===== config.mk =====
export PLATFORM = sky130hd
export DESIGN_NAME = stream_mux_n
export DESIGN_NICKNAME = d
export VERILOG_FILES = /design/src/rtl/stream_mux_pkg.sv /design/src/rtl/rr_arbiter.sv /design/src/rtl/stream_mux_n.sv
export SDC_FILE = /design/constraint.sdc
export NUM_CORES = 1
export LEC_CHECK = 0
export ABC_CLOCK_PERIOD_IN_PS = 1950
export CORE_AREA = 2 2 50 52
export CTS_CLUSTER_SIZE = 30
export DETAILED_ROUTE_END_ITERATION = 10
export DIE_AREA = 0 0 52 54
export HOLD_SLACK_MARGIN = 0.1
export PLACE_DENSITY = 0.89
export SLEW_MARGIN = 20
export SYNTH_ARGS = -nofsm -noshare
export SYNTH_HDL_FRONTEND = slang
export SYNTH_SLANG_ARGS = --single-unit

===== constraint.sdc =====
create_clock -name clk -period 1.95 [get_ports clk]
set_clock_uncertainty 0.15 [all_clocks]
set_input_delay 0.2925 -clock clk [delete_from_list [all_inputs] [get_ports clk]]
set_output_delay 0.2925 -clock clk [all_outputs]
set_load 0.01 [all_outputs]

===== src/rtl/stream_mux_pkg.sv =====
// Shared defaults and helpers for the stream_mux_n slice.
// Holds the default channel/width values and the round-robin pointer reset value.
package stream_mux_pkg;

    localparam int unsigned DEF_N_CH  = 4;
    localparam int unsigned DEF_WIDTH = 8;

    // Pointer starts at the last channel so the first search begins at channel 0.
    function automatic int unsigned rr_ptr_rst(input int unsigned n_ch);
        return n_ch - 1;
    endfunction

endpackage


===== src/rtl/rr_arbiter.sv =====
// Round-robin arbiter for stream_mux_n: searches ptr+1, ptr+2, ... with wrap.
// Owns the pointer, which moves to the granted channel only when adv is high.
module rr_arbiter
    import stream_mux_pkg::*;
#(
    parameter int unsigned  N_CH  = DEF_N_CH,
    localparam int unsigned SEL_W = $clog2(N_CH)
) (
    input  logic             clk,
    input  logic             rst,
    input  logic [N_CH-1:0]  req,
    input  logic             adv,
    output logic [SEL_W-1:0] grant_idx,
    output logic             grant_vld
);

    logic [SEL_W-1:0] ptr;

    always_comb begin
        int unsigned idx;
        idx       = 0;
        grant_idx = '0;
        grant_vld = 1'b0;
        for (int unsigned i = 1; i <= N_CH; i++) begin
            idx = int'(unsigned'(ptr)) + i;
            if (idx >= N_CH) begin
                idx = idx - N_CH;
            end
            for (int unsigned k = 0; k < N_CH; k++) begin
                if (!grant_vld && idx == k && req[k]) begin
                    grant_vld = 1'b1;
                    grant_idx = SEL_W'(k);
                end
            end
        end
    end

    always_ff @(posedge clk or posedge rst) begin
        if (rst) begin
            ptr <= SEL_W'(rr_ptr_rst(N_CH));
        end else if (adv && grant_vld) begin
            ptr <= grant_idx;
        end
    end

endmodule


===== src/rtl/stream_mux_n.sv =====
// N-channel valid/ready stream multiplexer with a registered output stage.
// Define STREAM_MUX_RR_EN to replace sel with an internal round-robin arbiter.
module stream_mux_n
    import stream_mux_pkg::*;
#(
    parameter int unsigned  N_CH  = DEF_N_CH,
    parameter int unsigned  WIDTH = DEF_WIDTH,
    localparam int unsigned SEL_W = $clog2(N_CH)
) (
    input  logic                  clk,
    input  logic                  rst,
    input  logic [N_CH*WIDTH-1:0] in_data,
    input  logic [N_CH-1:0]       in_valid,
    output logic [N_CH-1:0]       in_ready,
    input  logic [SEL_W-1:0]      sel,
    output logic [WIDTH-1:0]      out_data,
    output logic                  out_valid,
    input  logic                  out_ready,
    output logic [SEL_W-1:0]      out_ch
);

    logic             load;
    logic             xfer;
    logic             ch_vld;
    logic [SEL_W-1:0] ch;
    logic [WIDTH-1:0] ch_data;

    assign load = !out_valid || out_ready;

`ifdef STREAM_MUX_RR_EN
    logic unused_sel;
    assign unused_sel = ^sel;

    rr_arbiter #(
        .N_CH(N_CH)
    ) u_arb (
        .clk       (clk),
        .rst       (rst),
        .req       (in_valid),
        .adv       (xfer),
        .grant_idx (ch),
        .grant_vld (ch_vld)
    );
`else
    assign ch     = sel;
    assign ch_vld = 32'(sel) < N_CH;
`endif

    always_comb begin
        in_ready = '0;
        ch_data  = '0;
        for (int unsigned k = 0; k < N_CH; k++) begin
            if (ch_vld && ch == SEL_W'(k)) begin
                in_ready[k] = load;
                ch_data     = in_data[k*WIDTH +: WIDTH];
            end
        end
    end

    assign xfer = |(in_ready & in_valid);

    // Without a transfer, data and channel hold their last values even when valid drops.
    always_ff @(posedge clk or posedge rst) begin
        if (rst) begin
            out_valid <= 1'b0;
            out_data  <= '0;
            out_ch    <= '0;
        end else if (xfer) begin
            out_valid <= 1'b1;
            out_data  <= ch_data;
            out_ch    <= ch;
        end else if (load) begin
            out_valid <= 1'b0;
        end
    end

endmodule


==> reports/metrics.cfg, run 1 <==
[outcome]
status=complete, no violations

[route]
route.detailed.drc=0
routed_wl_um=1997
wl_per_cell_um=14.37
num_vias=671
first_pass_iters=3
vias_per_cell=4.827
drt-initial-drc-count=9
ant_nets=0

[logic_synthesis]
synth.distinct_cells=21
postSynthRegisterBits=11
syn_area_per_cell_um2=15.14
ys_seq_area_share_pct=37.87
synth_fp_nets=89
syn-cell-area_um2=726.9
synthCells=48
yosys_warnings=0

[finish]
fin_nets=151
fillers=194
syn_to_final_growth_pct=87.09
post-route-util_pct=58.63
final_layout_size_suffix_gt1_share_pct=19.27
antenna_cells=0

[pwr]
vdd_drop_max_v=0.0003115
power_uw=850.0
p_leak_nw=0.5766
power_density_mw_per_mm2=625.0

[global_route]
groute.usage.overall_pct=15.55
grt_max_degree=12
met3_usage_pct=2.500
use_met2_pct=31.65
met1_usage_pct=15.32
grt_pass1_wl_um=3111
grt_pass1_vias=736
antenna_found_initial=0
busiest_layer=met2
gr-total-overflow=0

[clock_network]
h-tree-depth=1
cts_buffers=3
clk_latency_ns=0.26
path_clk_slew_ns=0.07
clock-sinks=11
cts_tree=done
clk_path_buf_depth=2
cts_hold_buf=0
root_buffer=clkbuf_4

[timing]
relSlewSlack_pct=72.15
drv_slew=0
tightest_slew_ns=0.4146
max_freq_mhz=561.5
fin_ws_ns=0.1692
setup_violations=0
min_period_ns=1.781
post-route-period-util_pct=91.32
timing.hold.ws_ns=0.1744
rsz0062_at_grt=no
timing_hold_violations_final=0

[place]
dp_hpwl_um=1724
dp_slack_ns=-0.3179
gp_congestion=0.6393
io_buffers=55

[worst_setup_path]
reg2reg_depth=5
timing.rr.start=out_valid
r2r_end=out_data[2]
required_ns=1.51
rrSetupSlack_ns=0.25
cp.arrival_ns=1.34
start_kind=input port
critPathKind=in -> out
cp-end-kind=output pin
cp_max_fo=3

[floorplan]
die-area_mm2=0.002808
rows=18
initial_core_util_pct=31.34
die_x_um=52
core_area_mm2=0.002320
dieHeight_um=54
io_pins=56

[job]
maxCapViolCount=0

[min_path]
worstHoldPathType=in -> async

-- critical path, stage by stage --
cell and delay [ns]:
clkdlybuf4s50_1 0.41, nand2b_1 0.17, and3_1 0.19, dlygate4sd2_1 0.28
-- through the flow --
step                TNS, ns  cell area (µm²)  instances
floorplan                 0            726.9         48
global placement     -2.884             1340        135
detailed placement   -3.517             1340        135
CTS                       0             1360        139
global route              0             1360        139
finish                    0             1360        139
-- kinds of logic after synthesis --
logic type / count (synthesis) / synth area share, %
buf+inv: 6 / 5.507
flops: 11 / 37.87
mux: 19 / 45.78
compound gates: 2 / 3.614
simple gates: 10 / 7.230
-- report_power, final --
part / total (mW) / switching [mW] / internal [mW]
registers: 0.314 / 0.0288 / 0.285
logic: 0.386 / 0.122 / 0.265
clock network: 0.150 / 0.0710 / 0.0789
total: 0.850 / 0.221 / 0.629
-- per-layer routing --
| metal | vias up | share of wire (%) |
|---|---|---|
| li1 | 315 | - |
| met1 | 328 | 34 |
| met2 | 26 | 60 |
| met3 | 2 | 5.1 |
| met4 | 0 | 1.4 |
| met5 | - | 0 |
-- registers in the layout, summed over array words and instances, names as in the netlist --
| signal | flops |
|---|---|
| out_ch | 2 |
| out_data | 8 |
| out_valid | 1 |
-- repair_timing --
item                       CTS  global route
gates resized for setup      5             0
setup buffers                0             0
setup endpoints to repair   13             0
-- synth_stat cells, drive strengths merged --
master | number | share of area (%)
a31oi | 1 | 2.9
and3 | 1 | 0.86
buf | 2 | 2.1
clkbuf | 2 | 2.4
dfrtp | 11 | 38
inv | 2 | 1.0
mux2 | 10 | 16
mux2i | 1 | 1.4
mux4 | 8 | 28
nand2 | 2 | 1.0
nand2b | 1 | 0.86
nand3 | 1 | 0.69
nor2 | 1 | 0.52
nor2b | 1 | 0.86
nor3 | 2 | 1.4
nor3b | 1 | 1.0
o21ai | 1 | 0.69
-- how the worst max path moves through the flow --
| stage | startpoint | endpoint | slack (ns) | cells past startpoint |
|---|---|---|---|---|
| after detailed placement | sel[0] | in_ready[0] | -0.32 | 4 |
| final | out_ready | in_ready[3] | 0.17 | 4 |
| after global placement | sel[0] | in_ready[3] | -0.25 | 4 |
| after CTS | out_ready | in_ready[3] | 0.16 | 4 |
| after floorplan | sel[1] | out_data[3] | 0.27 | 4 |
| after global routing | sel[1] | in_ready[0] | 0.1 | 3 |
-- final cells by class --
cell class / count / area, µm² / share of cell area (%)
Tap cell: 30 / 37.54 / 2.760
Timing Repair Buffer: 61 / 601.8 / 44.25
Sequential cell: 11 / 275.3 / 20.24
Clock buffer: 4 / 26.28 / 1.932
Multi-Input combinational cell: 31 / 411.6 / 30.27
Inverter: 2 / 7.507 / 0.5520
-- placed cells by master (no fill, tap or decap) --
master	Yosys	final
clkdlybuf4s50_1	0	50
dfrtp_1	11	11
mux2_2	9	9
mux4_1	7	7
dlygate4sd2_1	0	5
buf_4	0	5
clkbuf_4	0	3
nor3_1	2	2
nand2_1	2	2
inv_1	2	2
mux4_2	1	1
nand2b_1	1	1
mux2_4	1	1
nor2b_1	1	1
mux2i_1	1	1
a31oi_4	1	1
nor2_1	1	1
nor3b_1	1	1
and3_1	1	1
nand3_1	1	1
o21ai_0	1	1
clkbuf_1	1	1
buf_12	0	1
Note: power is estimated with default switching activity, not from simulation.
==> inputs of run 2 (changes only) <==
- GPL_TIMING_DRIVEN: unset -> 0
==> reports/metrics.cfg, run 2 (synthesis gave the netlist of run 1 again) <==
[clock_network]
clk_latency_ns=0.26  ; about the same
h-tree-depth=1  ; unchanged
cts_buffers=3  ; unchanged
clock-sinks=11  ; unchanged
clk_path_buf_depth=2  ; unchanged
post_cts_buffers=0  ; unchanged
path_clk_slew_ns=0.07  ; about the same
cts_tree=done  ; unchanged
root_buffer=clkbuf_4  ; unchanged

[place]
dpl_cell_area_mm2=0.001295  ; was 0.001340 mm²
dp_slack_ns=-0.2901  ; was -0.3179 ns
io_buffers=53  ; was 55
dp_hpwl_um=1514  ; was 1724 µm
gp_congestion=0.6242  ; was 0.6393

[timing]
tightest_slew_ns=0.4034  ; was 0.4146 ns
timing_hold_violations_final=0  ; unchanged
fin_ws_ns=0.1037  ; was 0.1692 ns
max_freq_mhz=541.6  ; was 561.5 MHz
post-route-period-util_pct=94.68  ; was 91.32%
min_period_ns=1.846  ; was 1.781 ns
drv_slew=0  ; unchanged
setup_violations=0  ; unchanged
rsz0062_at_grt=no  ; unchanged
relSlewSlack_pct=73.08  ; was 72.15%

[global_route]
grt_max_degree=12  ; unchanged
grt_pass1_wl_um=2953  ; was 3111 µm
groute.usage.overall_pct=14.75  ; was 15.55%
grt_pass1_vias=675  ; was 736
antenna_found_initial=0  ; unchanged
gr-total-overflow=0  ; unchanged

[finish]
largestRegisters=out_data x8, out_ch x2, out_valid x1  ; unchanged
syn_to_final_growth_pct=81.58  ; was 87.09%
antenna_cells=0  ; unchanged
finalInstanceArea_mm2=0.001320  ; was 0.001360 mm²
final_cell_mix=clkdlybuf4s50_1, dfrtp_1, mux2_2  ; unchanged
final_layout_size_suffix_gt1_share_pct=18.10  ; was 19.27%
largest_register_ffs=8  ; unchanged
largest_register=out_data  ; unchanged
fin_nets=147  ; was 151
final_common_cell=clkdlybuf4s50_1  ; unchanged

[route]
route.detailed.drc=0  ; unchanged
vias_per_cell=4.696  ; was 4.827
drt-initial-drc-count=5  ; was 9
first_pass_iters=4  ; was 3
num_vias=634  ; was 671
ant_nets=0  ; unchanged
wl_per_cell_um=13.59  ; was 14.37 µm
routed_wl_um=1834  ; was 1997 µm

[job]
maxCapViolCount=0  ; unchanged

[worst_setup_path]
cp_max_fo=5  ; was 3
cp.arrival_ns=1.40  ; was 1.34 ns
cp_slowest_cell=clkdlybuf4s50_1  ; unchanged
critPathKind=in -> out  ; unchanged
max_stage_delay_ns=0.41  ; about the same
path_cells=clkdlybuf4s50_1 -> nand2b_2 -> and3_1 -> dlygate4sd2_1  ; was clkdlybuf4s50_1 -> nand2b_1 -> and3_1 -> dlygate4sd2_1
cp-end-kind=output pin  ; unchanged
required_ns=1.51  ; about the same
start_kind=input port  ; unchanged

[floorplan]
die_x_um=52  ; unchanged
rows=18  ; unchanged
initial_core_util_pct=31.34  ; unchanged
core_area_mm2=0.002320  ; unchanged
io_pins=56  ; unchanged
dieHeight_um=54  ; unchanged
die-area_mm2=0.002808  ; unchanged

[min_path]
worstHoldPathType=in -> async  ; unchanged

[pwr]
power_density_mw_per_mm2=630.8  ; was 625.0 mW/mm²
p_leak_nw=0.5526  ; was 0.5766 nW
vdd_drop_max_v=0.0002947  ; was 0.0003115 V

[outcome]
status=complete, no violations  ; unchanged

## run 2: cell count changes in the layout (fill, tap and decap cells not counted), sizes merged
cell	before	now
clkbuf	4	6
dlygate4sd2	5	4
buf	6	2
clkdlybuf4s50	50	49
## run 2: path summary, 6_finish.rpt
| check | endpoint | depth (start not counted) | startpoint | slack [ns] |
|---|---|---|---|---|
| min reg2reg | out_data[0] | 1 | out_data[0] | 0.36 |
| min in group clk | out_ch[0] | 3 | sel[0] | 0.35 |
| max in group asynchronous | out_data[2] | 2 | rst | 1.19 |
| min | out_data[0] | 2 | rst | 0.17 |
| max | in_ready[3] | 4 | out_ready | 0.10 |
| max reg2reg | out_data[7] | 4 | out_valid | 0.19 |
## run 2: stage by stage
stage               TNS (ns)  util (%)  hold WS, ns  total power [mW]  instances
floorplan                  0         -    -0.005062            0.4720         48
global route               0     56.90       0.2162            0.8883        135
global placement      -1.445     55.83       0.3365            0.6855        131
finish                     0     56.90       0.1668            0.8327        135
CTS                        0     56.90       0.1820            0.8444        135
detailed placement    -1.740     55.83       0.3451            0.6959        131
## run 2: area by class of cell
cell class                      instances  area (µm²)
Buffer                                  4       33.78
Multi-Input combinational cell         31       414.1
Inverter                                2       7.507
Tap cell                               30       37.54
Timing Repair Buffer                   53       525.5
Fill cell                             205       999.7
Sequential cell                        11       275.3
Clock buffer                            4       26.28
## run 2: power by group
| part | total [mW] | switching [mW] | internal (mW) |
|---|---|---|---|
| combinational | 0.368 | 0.118 | 0.251 |
| clock | 0.149 | 0.0702 | 0.0789 |
| sequential | 0.315 | 0.0299 | 0.285 |
| total | 0.833 | 0.218 | 0.615 |
## run 2: worst max-delay path: cells and delay by family
kind,cells,cell delay [ns]
and+or+nand+nor,2,0.42
buffers and inverters,2,0.69
## run 2: routing by layer
metal | vias to the layer above | share of wire (%) | global-route usage, % | wire, µm
li1 | 305 | - | - | -
met1 | 301 | 34 | 14.71 | 632
met2 | 26 | 58 | 28.69 | 1068
met3 | 2 | 5.8 | 2.778 | 106
met4 | 0 | 1.5 | 7.895 | 27
met5 | - | 0 | 0 | 0
## run 2: timing repair
| item | in CTS | in global routing |
|---|---|---|
| hold buffers | 0 | 0 |
| endpoints found under the setup margin | 4 | 0 |
| resized for setup | 6 | 0 |
==> inputs of run 3 (changes only) <==
- CORE_AREA: 2 2 50 52 -> 4 4 52 54
- DIE_AREA: 0 0 52 54 -> 0 0 56 58
==> reports/metrics.cfg, run 3 (synthesis gave the netlist of run 1 again) <==
[clock_network]
root_buffer=clkbuf_4  ; unchanged
cts_buffers=3  ; unchanged
h-tree-depth=1  ; unchanged
clk_latency_ns=0.26  ; about the same
post_cts_buffers=0  ; unchanged
ctsResizeCount=7  ; was 6
cts_hold_buf=0  ; unchanged
path_clk_slew_ns=0.07  ; about the same
clk_path_buf_depth=2  ; unchanged
clock-sinks=11  ; unchanged
cts_tree=done  ; unchanged

[pwr]
power_uw=837.8  ; was 832.7 µW
power_density_mw_per_mm2=632.9  ; was 630.8 mW/mm²
vdd_drop_max_v=0.0004038  ; was 0.0002947 V
p_leak_nw=0.5608  ; was 0.5526 nW

[worst_setup_path]
crit_family=buffers and inverters  ; unchanged
path_cells=clkdlybuf4s50_1 -> nand2b_4 -> and3_1 -> dlygate4sd2_1  ; was clkdlybuf4s50_1 -> nand2b_2 -> and3_1 -> dlygate4sd2_1
r2r_end=out_data[7]  ; unchanged
cp.arrival_ns=1.37  ; was 1.40 ns
cp-end-kind=output pin  ; unchanged
required_ns=1.51  ; about the same
critPathKind=in -> out  ; unchanged
timing.rr.start=out_valid  ; unchanged
max_stage_delay_ns=0.49  ; was 0.41 ns
cp_max_fo=5  ; unchanged
reg2reg_depth=4  ; unchanged
critPathBufInv=2  ; unchanged
cp_slowest_cell=clkdlybuf4s50_1  ; unchanged
startpoint=out_ready  ; unchanged
cp-endpoint=in_ready[3]  ; unchanged
worstSetupPathDepth=4  ; unchanged
start_kind=input port  ; unchanged
rrSetupSlack_ns=0.14  ; was 0.19 ns

[global_route]
gr-total-overflow=0  ; unchanged
grt_pass1_vias=678  ; was 675
groute.usage.overall_pct=11.48  ; was 14.75%
grt_pass1_wl_um=2911  ; was 2953 µm
grt_max_degree=12  ; unchanged
antenna_found_initial=0  ; unchanged

[route]
num_vias=641  ; was 634
route.detailed.drc=0  ; unchanged
vias_per_cell=4.820  ; was 4.696
drt-initial-drc-count=1  ; was 5
ant_nets=0  ; unchanged
first_pass_iters=2  ; was 4
wl_per_cell_um=14.70  ; was 13.59 µm
routed_wl_um=1955  ; was 1834 µm

[timing]
min_period_ns=1.816  ; was 1.846 ns
timing.hold.ws_ns=0.1795  ; was 0.1668 ns
fin_ws_ns=0.1341  ; was 0.1037 ns
timing_hold_violations_final=0  ; unchanged
max_freq_mhz=550.7  ; was 541.6 MHz
rsz0062_at_grt=no  ; unchanged
post-route-period-util_pct=93.12  ; was 94.68%
setup_violations=0  ; unchanged
tns_ns=0  ; unchanged
drv_slew=0  ; unchanged
tightest_slew_ns=0.3953  ; was 0.4034 ns
relSlewSlack_pct=73.44  ; was 73.08%

[place]
dpl_cell_area_mm2=0.001292  ; was 0.001295 mm²
dp_slack_ns=-0.2424  ; was -0.2901 ns
gp_congestion=0.6608  ; was 0.6242
placedCellCount=129  ; was 131
dp_hpwl_um=1709  ; was 1514 µm
io_buffers=53  ; unchanged

[floorplan]
die_x_um=56  ; was 52 µm
initial_core_util_pct=32.86  ; was 31.34%
die-area_mm2=0.003248  ; was 0.002808 mm²
dieHeight_um=58  ; was 54 µm
core_area_mm2=0.002212  ; was 0.002320 mm²
io_pins=56  ; unchanged
rows=17  ; was 18

[finish]
syn_to_final_growth_pct=82.10  ; was 81.58%
antenna_cells=0  ; unchanged
post-route-util_pct=59.84  ; was 56.90%
largestRegisters=out_data x8, out_ch x2, out_valid x1  ; unchanged
fin_nets=147  ; unchanged
final_layout_size_suffix_gt1_share_pct=19.05  ; was 18.10%
finalInstanceArea_mm2=0.001324  ; was 0.001320 mm²
stdcell_count=133  ; was 135
final_common_cell=clkdlybuf4s50_1  ; unchanged
largest_register=out_data  ; unchanged
final_cell_mix=clkdlybuf4s50_1, dfrtp_1, mux2_2  ; unchanged
largest_register_ffs=8  ; unchanged

[job]
maxCapViolCount=0  ; unchanged

[min_path]
worstHoldPathType=in -> async  ; unchanged

[outcome]
status=complete, no violations  ; unchanged

run 3: changes by cell type in the layout (fill, tap and decap cells not counted), sizes merged:
cell,change
clkbuf,-1
clkinv,+1
run 3: how the worst min path moves through the flow:
stage                       end  slack, ns  cells past startpoint   startpoint
global route        out_data[3]       0.21                      2          rst
floorplan             out_ch[0]     -0.005                      1          rst
detailed placement  out_data[1]       0.34                      1  out_data[1]
CTS                 out_data[2]       0.19                      2          rst
global placement      out_ch[0]       0.34                      1    out_ch[0]
finish              out_data[1]       0.18                      2          rst
run 3: metal layers:
metal,vias to the layer above,share of wire [%],global-route usage (%)
li1,306,-,-
met1,303,33,11.39
met2,32,58,23.37
met3,0,8.8,3.563
met4,0,0,2.034
met5,-,0,0
run 3: where the power goes:
| part | internal [mW] | switching (mW) | total, mW |
|---|---|---|---|
| sequential | 0.285 | 0.0315 | 0.316 |
| clock | 0.0756 | 0.0745 | 0.150 |
| combinational | 0.252 | 0.119 | 0.371 |
| total | 0.613 | 0.225 | 0.838 |
run 3: cell type report:
type / count / area [µm²]
Clock buffer: 3 / 22.52
Tap cell: 28 / 35.03
Inverter: 2 / 7.507
Fill cell: 197 / 888.4
Buffer: 4 / 33.78
Clock inverter: 1 / 5.005
Multi-Input combinational cell: 31 / 419.2
Sequential cell: 11 / 275.3
Timing Repair Buffer: 53 / 525.5
